File: src/rtl/jtag_host_scan.sv
// JTAG initiator: runs one TLR, IR-scan or DR-scan command as TCK/TMS/TDI
// waveforms and returns the TDO bits captured during Shift-xR.
module jtag_host_scan #(
  parameter int unsigned CLK_DIV = 2
) (
  input  logic        clk,
  input  logic        rst_n,
  input  logic        cmd_valid,
  output logic        cmd_ready,
  input  logic        cmd_tlr,
  input  logic        cmd_ir,
  input  logic [4:0]  cmd_len,
  input  logic [31:0] cmd_tdi,
  output logic        rsp_valid,
  output logic [31:0] rsp_tdo,
  output logic        tck,
  output logic        tms,
  output logic        tdi,
  input  logic        tdo
);

  localparam int unsigned CNT_W = 8;
  localparam int unsigned IDX_W = 5;
  localparam logic [CNT_W-1:0] CNT_LAST = CNT_W'(CLK_DIV - 1);

  typedef enum logic [2:0] {
    TLR_SEQ,
    IDLE,
    PRE,
    SHIFT,
    POST,
    DONE
  } state_t;

  state_t           state;
  logic [CNT_W-1:0] cnt;
  logic [IDX_W-1:0] idx;
  logic             ir_q;
  logic [IDX_W-1:0] len_q;
  logic [31:0]      data_q;

  logic [IDX_W-1:0] idx_inc;
  logic [IDX_W-1:0] pre_last;

  // Next pulse index and the index of the last pulse of the PRE sequence
  always_comb begin
    idx_inc  = idx + IDX_W'(1);
    pre_last = ir_q ? IDX_W'(3) : IDX_W'(2);
  end

  // Sequencer: prescaler, TMS plan per state, TDO capture and handshake
  always_ff @(posedge clk or negedge rst_n) begin
    if (!rst_n) begin
      state     <= TLR_SEQ;
      cnt       <= '0;
      idx       <= '0;
      tck       <= 1'b0;
      tms       <= 1'b1;
      tdi       <= 1'b0;
      cmd_ready <= 1'b0;
      rsp_valid <= 1'b0;
      rsp_tdo   <= '0;
      ir_q      <= 1'b0;
      len_q     <= '0;
      data_q    <= '0;
    end else begin
      rsp_valid <= 1'b0;
      case (state)
        IDLE: begin
          tck <= 1'b0;
          tms <= 1'b0;
          tdi <= 1'b0;
          if (cmd_valid && cmd_ready) begin
            // Both PRE and TLR sequences start with TMS=1
            cmd_ready <= 1'b0;
            rsp_tdo   <= '0;
            ir_q      <= cmd_ir;
            len_q     <= cmd_len;
            data_q    <= cmd_tdi;
            cnt       <= '0;
            idx       <= '0;
            tms       <= 1'b1;
            state     <= cmd_tlr ? TLR_SEQ : PRE;
          end
        end

        DONE: begin
          cmd_ready <= 1'b1;
          state     <= IDLE;
        end

        default: begin
          if (cnt == CNT_LAST) begin
            cnt <= '0;
            tck <= ~tck;
            if (!tck) begin
              // TCK rising edge: TAP samples TMS/TDI, host samples TDO
              if (state == SHIFT) begin
                rsp_tdo[idx] <= tdo;
              end
            end else begin
              // TCK falling edge: present TMS/TDI for the next pulse
              case (state)
                TLR_SEQ: begin
                  if (idx == IDX_W'(5)) begin
                    idx       <= '0;
                    tms       <= 1'b0;
                    rsp_valid <= 1'b1;
                    state     <= DONE;
                  end else begin
                    idx <= idx_inc;
                    tms <= (idx != IDX_W'(4));
                  end
                end
                PRE: begin
                  if (idx == pre_last) begin
                    idx   <= '0;
                    tms   <= (len_q == '0);
                    tdi   <= data_q[0];
                    state <= SHIFT;
                  end else begin
                    idx <= idx_inc;
                    tms <= ir_q && (idx == '0);
                  end
                end
                SHIFT: begin
                  if (idx == len_q) begin
                    idx   <= '0;
                    tms   <= 1'b1;
                    tdi   <= 1'b0;
                    state <= POST;
                  end else begin
                    idx <= idx_inc;
                    tms <= (idx_inc == len_q);
                    tdi <= data_q[idx_inc];
                  end
                end
                POST: begin
                  tms <= 1'b0;
                  if (idx == '0) begin
                    idx <= IDX_W'(1);
                  end else begin
                    idx       <= '0;
                    rsp_valid <= 1'b1;
                    state     <= DONE;
                  end
                end
                default: begin
                  state <= TLR_SEQ;
                end
              endcase
            end
          end else begin
            cnt <= cnt + CNT_W'(1);
          end
        end
      endcase
    end
  end

endmodule
File: config.mk
export PLATFORM = sky130hd
export DESIGN_NAME = jtag_host_scan
export DESIGN_NICKNAME = d
export VERILOG_FILES = /design/src/rtl/jtag_host_scan.sv
export SDC_FILE = /design/constraint.sdc
export NUM_CORES = 1
export LEC_CHECK = 0
export ABC_AREA = 1
export CORE_AREA = 2 2 99 101
export CTS_CLUSTER_SIZE = 25
export DETAILED_ROUTE_END_ITERATION = 8
export DIE_AREA = 0 0 101 103
export GPL_ROUTABILITY_DRIVEN = 0
export GPL_TIMING_DRIVEN = 0
export PLACE_DENSITY = 0.89
export SLEW_MARGIN = 20
export SYNTH_ARGS = -nofsm -noshare
export SYNTH_HDL_FRONTEND = slang
export SYNTH_SLANG_ARGS = --single-unit
File: constraint.sdc
create_clock -name clk -period 2.75 [get_ports clk]
set_input_delay 0.275 -clock clk [delete_from_list [all_inputs] [get_ports clk]]
set_output_delay 0.275 -clock clk [all_outputs]
set_load 0.005 [all_outputs]
==> key figures <==
Global route
  • Antenna violations before repair: 0
  • Pin count of the biggest net entering global routing: between 40 and 50
  • First-pass GRT wire length: 20100 um
  • Vias in the first global route: ~4600
  • Total Routing Usage GR: 0.242
  • GR Overflow Total: 0

Power and ir drop
  • Peak supply drop: 0.000236 V
  • Leakage: 2.81 nW
  • Pwr dens: 388 nW/um2

CTS
  • CTS tree: yes
  • Clock slew at reported path FFs: 0.09 ns
  • Root Driver: clkbuf_8
  • Post-CTS setup buffer count: 0
  • Clk buf depth: 2
  • Worst-Skew Late Latency: 0.35 ns
  • CTS Buf Count: 9
  • Clk sink count: 91
  • H-tree Lvls: 3

Cells and area
  • Fillers: 828
  • Inserted Diodes: 0
  • Multi-input gate area: 2180 um2
  • Fraction of layout instances using a drive strength above 1: 0.0781
  • Nets: between 700 and 800
  • P&R area growth vs syn: 23.9%
  • Register Area: 2280 um2
  • Post-route cell area: a little over 6000 um2
  • Fin util: 0.640

Route
  • Final ANT Viol Nets: 0
  • Vias: ~4600
  • Avg WL per Cell: 13.7 um
  • DR vias/cell: 5.31
  • Initial DRC count: 243
  • Number of remaining DRC errors: 0
  • Drt pass-1 iters: 6
  • Drt total wl: 11900 um

Run status
  • Outcome: complete, no violations

Setup path
  • Crit-path max FO: 19
  • Delay of the slowest critical-path stage: 0.51 ns
  • Worst Path Arrival: between 2 and 3 ns
  • WS Path Type: flop to flop
  • Most used cell, CP: nand3_1
  • Worst EP required: 3.00 ns
  • Worst setup SP type: flop
  • Delay-heaviest family, CP: simple AND/OR/NAND/NOR gates
  • Crit path buf inv count: 2
  • CP cell instances: inv_2 > ha_1 > clkbuf_1 > nor2_1 > o21ai_0 > nand3_1 > nand3_1 > nand3_1 > nand3_1 > nand2_1 > nand2_1 > nand2_1
  • Worst path slowest cell: dfrtp_1
  • Critical Path Sink Type: flop

Floorplan
  • Ports: 80
  • Die W: between 100 and 150 um
  • Full die area: approximately 10000 um2
  • Starting Density: 0.517
  • Die Y: between 100 and 150 um
  • Cell row count: 36
  • Core area: 9460 um2

STA
  • Clock Skews: about 0.0048 ns
  • Fin. max-slew vios: 0
  • Fmax achieved: 416 MHz
  • Crit path time final: ~2.4 ns
  • Slew headroom: 0.609
  • Least-Margin Pin Slew: 0.586 ns
  • Final Cycle Share: 0.874
  • Final worst slack: 0.347 ns
  • Setup violations, final: 0
  • RSZ-0062 raised after global routing: no
  • Final Hold Fails: 0

Placement
  • Placed Instance Area: approximately 6000 um2
  • Port buffer count: slightly below 80
  • Post-Place Worst Slack: 0.0999 ns
  • Post-DP HPWL: 9010 um

Hold path
  • Hold Crit Class: input port to flop

Logic synthesis
  • Sequential area share after synthesis: 0.466
  • Synthesized area: 4890 um2
  • Yosys cell types: 33
  • Synthesized netlist cell count: 659
  • Synth Register Bits: 91
  • Count of warnings emitted by yosys: 0
  • Synthesized area per cell: roughly 7.4 um2
  • Syn nets: 708

Job
  • Max_cap viols: 0
==> report_power, final <==
group | internal [W] | switching (W) | leakage [nW]
Combinational | 0.0000565 | 0.0000366 | 1.58
Clock | 0.000445 | 0.000473 | 0.102
Sequential | 0.00134 | 0 | 1.13
==> worst paths after layout <==
kind	slack (ns)	cells past startpoint	end	start
max	0.35	12	tdi	idx[0]
min	0.45	3	data_q[25]	cmd_tdi[25]
max reg2reg	0.35	12	tdi	idx[0]
min reg2reg	0.48	2	data_q[4]	data_q[4]
max in group asynchronous	1.60	3	tms	rst_n
min in group asynchronous	0.46	2	rsp_tdo[6]	rst_n
==> flip-flops by register name, summed over array words and instances, names as in the netlist <==
signal / flops
data_q: 32
rsp_tdo: 32
cnt: 8
idx: 5
len_q: 5
state: 3
cmd_ready: 1
ir_q: 1
rsp_valid: 1
tck: 1
tdi: 1
tms: 1
==> per-stage QoR <==
stage          total power (W)  hold slack, ns  cells  TNS, ns
3_5_place_dp           0.00146           0.317    853        0
4_1_cts                0.00236           0.445    870        0
2_1_floorplan          0.00137         -0.0206    659        0
5_1_grt                0.00242           0.466    869        0
6_report               0.00235           0.447    869        0
3_3_place_gp           0.00145           0.452    852  -153.73
==> synth_stat cells (all sizes together) <==
| cell | number | area (um2) |
|---|---|---|
| a21boi | 1 | 7.51 |
| a21oi | 9 | 45.0 |
| a31oi | 1 | 6.26 |
| a32oi | 1 | 8.76 |
| buf | 10 | 65.1 |
| clkbuf | 11 | 41.3 |
| clkinv | 1 | 5.00 |
| dfrtp | 90 | 2250 |
| dfstp | 1 | 26.3 |
| ha | 6 | 75.1 |
| inv | 85 | 319 |
| nand2 | 186 | 711 |
| nand3 | 34 | 183 |
| nand3b | 1 | 7.51 |
| nand4 | 9 | 56.3 |
| nor2 | 93 | 369 |
| nor3 | 9 | 55.1 |
| o21a | 1 | 7.51 |
| o21ai | 96 | 533 |
| o22ai | 2 | 12.5 |
| xnor2 | 5 | 43.8 |
| xor2 | 7 | 61.3 |
==> cells in the final DEF, fill, tap and decap left out, types with 2 or more instances in the layout <==
cell type and instances:
nor3_2 2, o21ai_1 6, inv_1 80, clkinv_4 2, clkinv_2 3, nand3_1 33, inv_2 5, nor2_1 89
o21ai_2 14, o22ai_1 2, xnor2_1 5, buf_4 2, dfrtp_1 90, xor2_1 7, nor3_1 7, o21ai_0 76
ha_1 6, clkbuf_8 10, nand2_1 183, nor2_4 2, clkbuf_1 10, buf_6 2, a21oi_1 9, nand2_2 2
nor2_2 2, clkdlybuf4s50_1 78, buf_2 7, nand4_1 9
==> cell type report <==
type	instances	area share
Sequential cell	91	0.376
Buffer	20	0.0169
Multi-Input combinational cell	461	0.360
Tap cell	114	0.0235
Clock inverter	6	0.0107
Clock buffer	10	0.0227
Inverter	86	0.0535
Timing Repair Buffer	81	0.136
==> worst min-delay path, delay by kind of cell <==
kind | cells | cell delay, ns
buffers and inverters | 1 | 0.39
AND/OR/NAND/NOR | 2 | 0.10
==> logic make-up (layout without fill, tap and decap cells) <==
logic type | Yosys count | in the layout | share of synthesized area
AOI/OAI and AO/OA | 111 | 111 | 0.127
xor gates and xnor gates | 12 | 12 | 0.0215
adders and majority gates | 6 | 6 | 0.0153
buffers and inverters | 107 | 203 | 0.0880
DFF | 91 | 91 | 0.466
and+or+nand+nor | 332 | 332 | 0.282
==> layer usage <==
layer  global-route usage  up-vias  routed length [um]
li1                     -     2260                   -
met1                0.292     2152                5060
met2                0.433      175                5930
met3               0.0305       26                 663
met4                0.110        0                 285
met5                    0        -                   0
==> what timing repair did <==
action | 4_1_cts | 5_1_grt
hold endpoints to repair | 44 | 0
endpoints found under the setup margin | 0 | 1
gates resized for setup | 0 | 0
hold buffers | 1 | 0
Note: power is estimated with default switching activity, not from simulation.
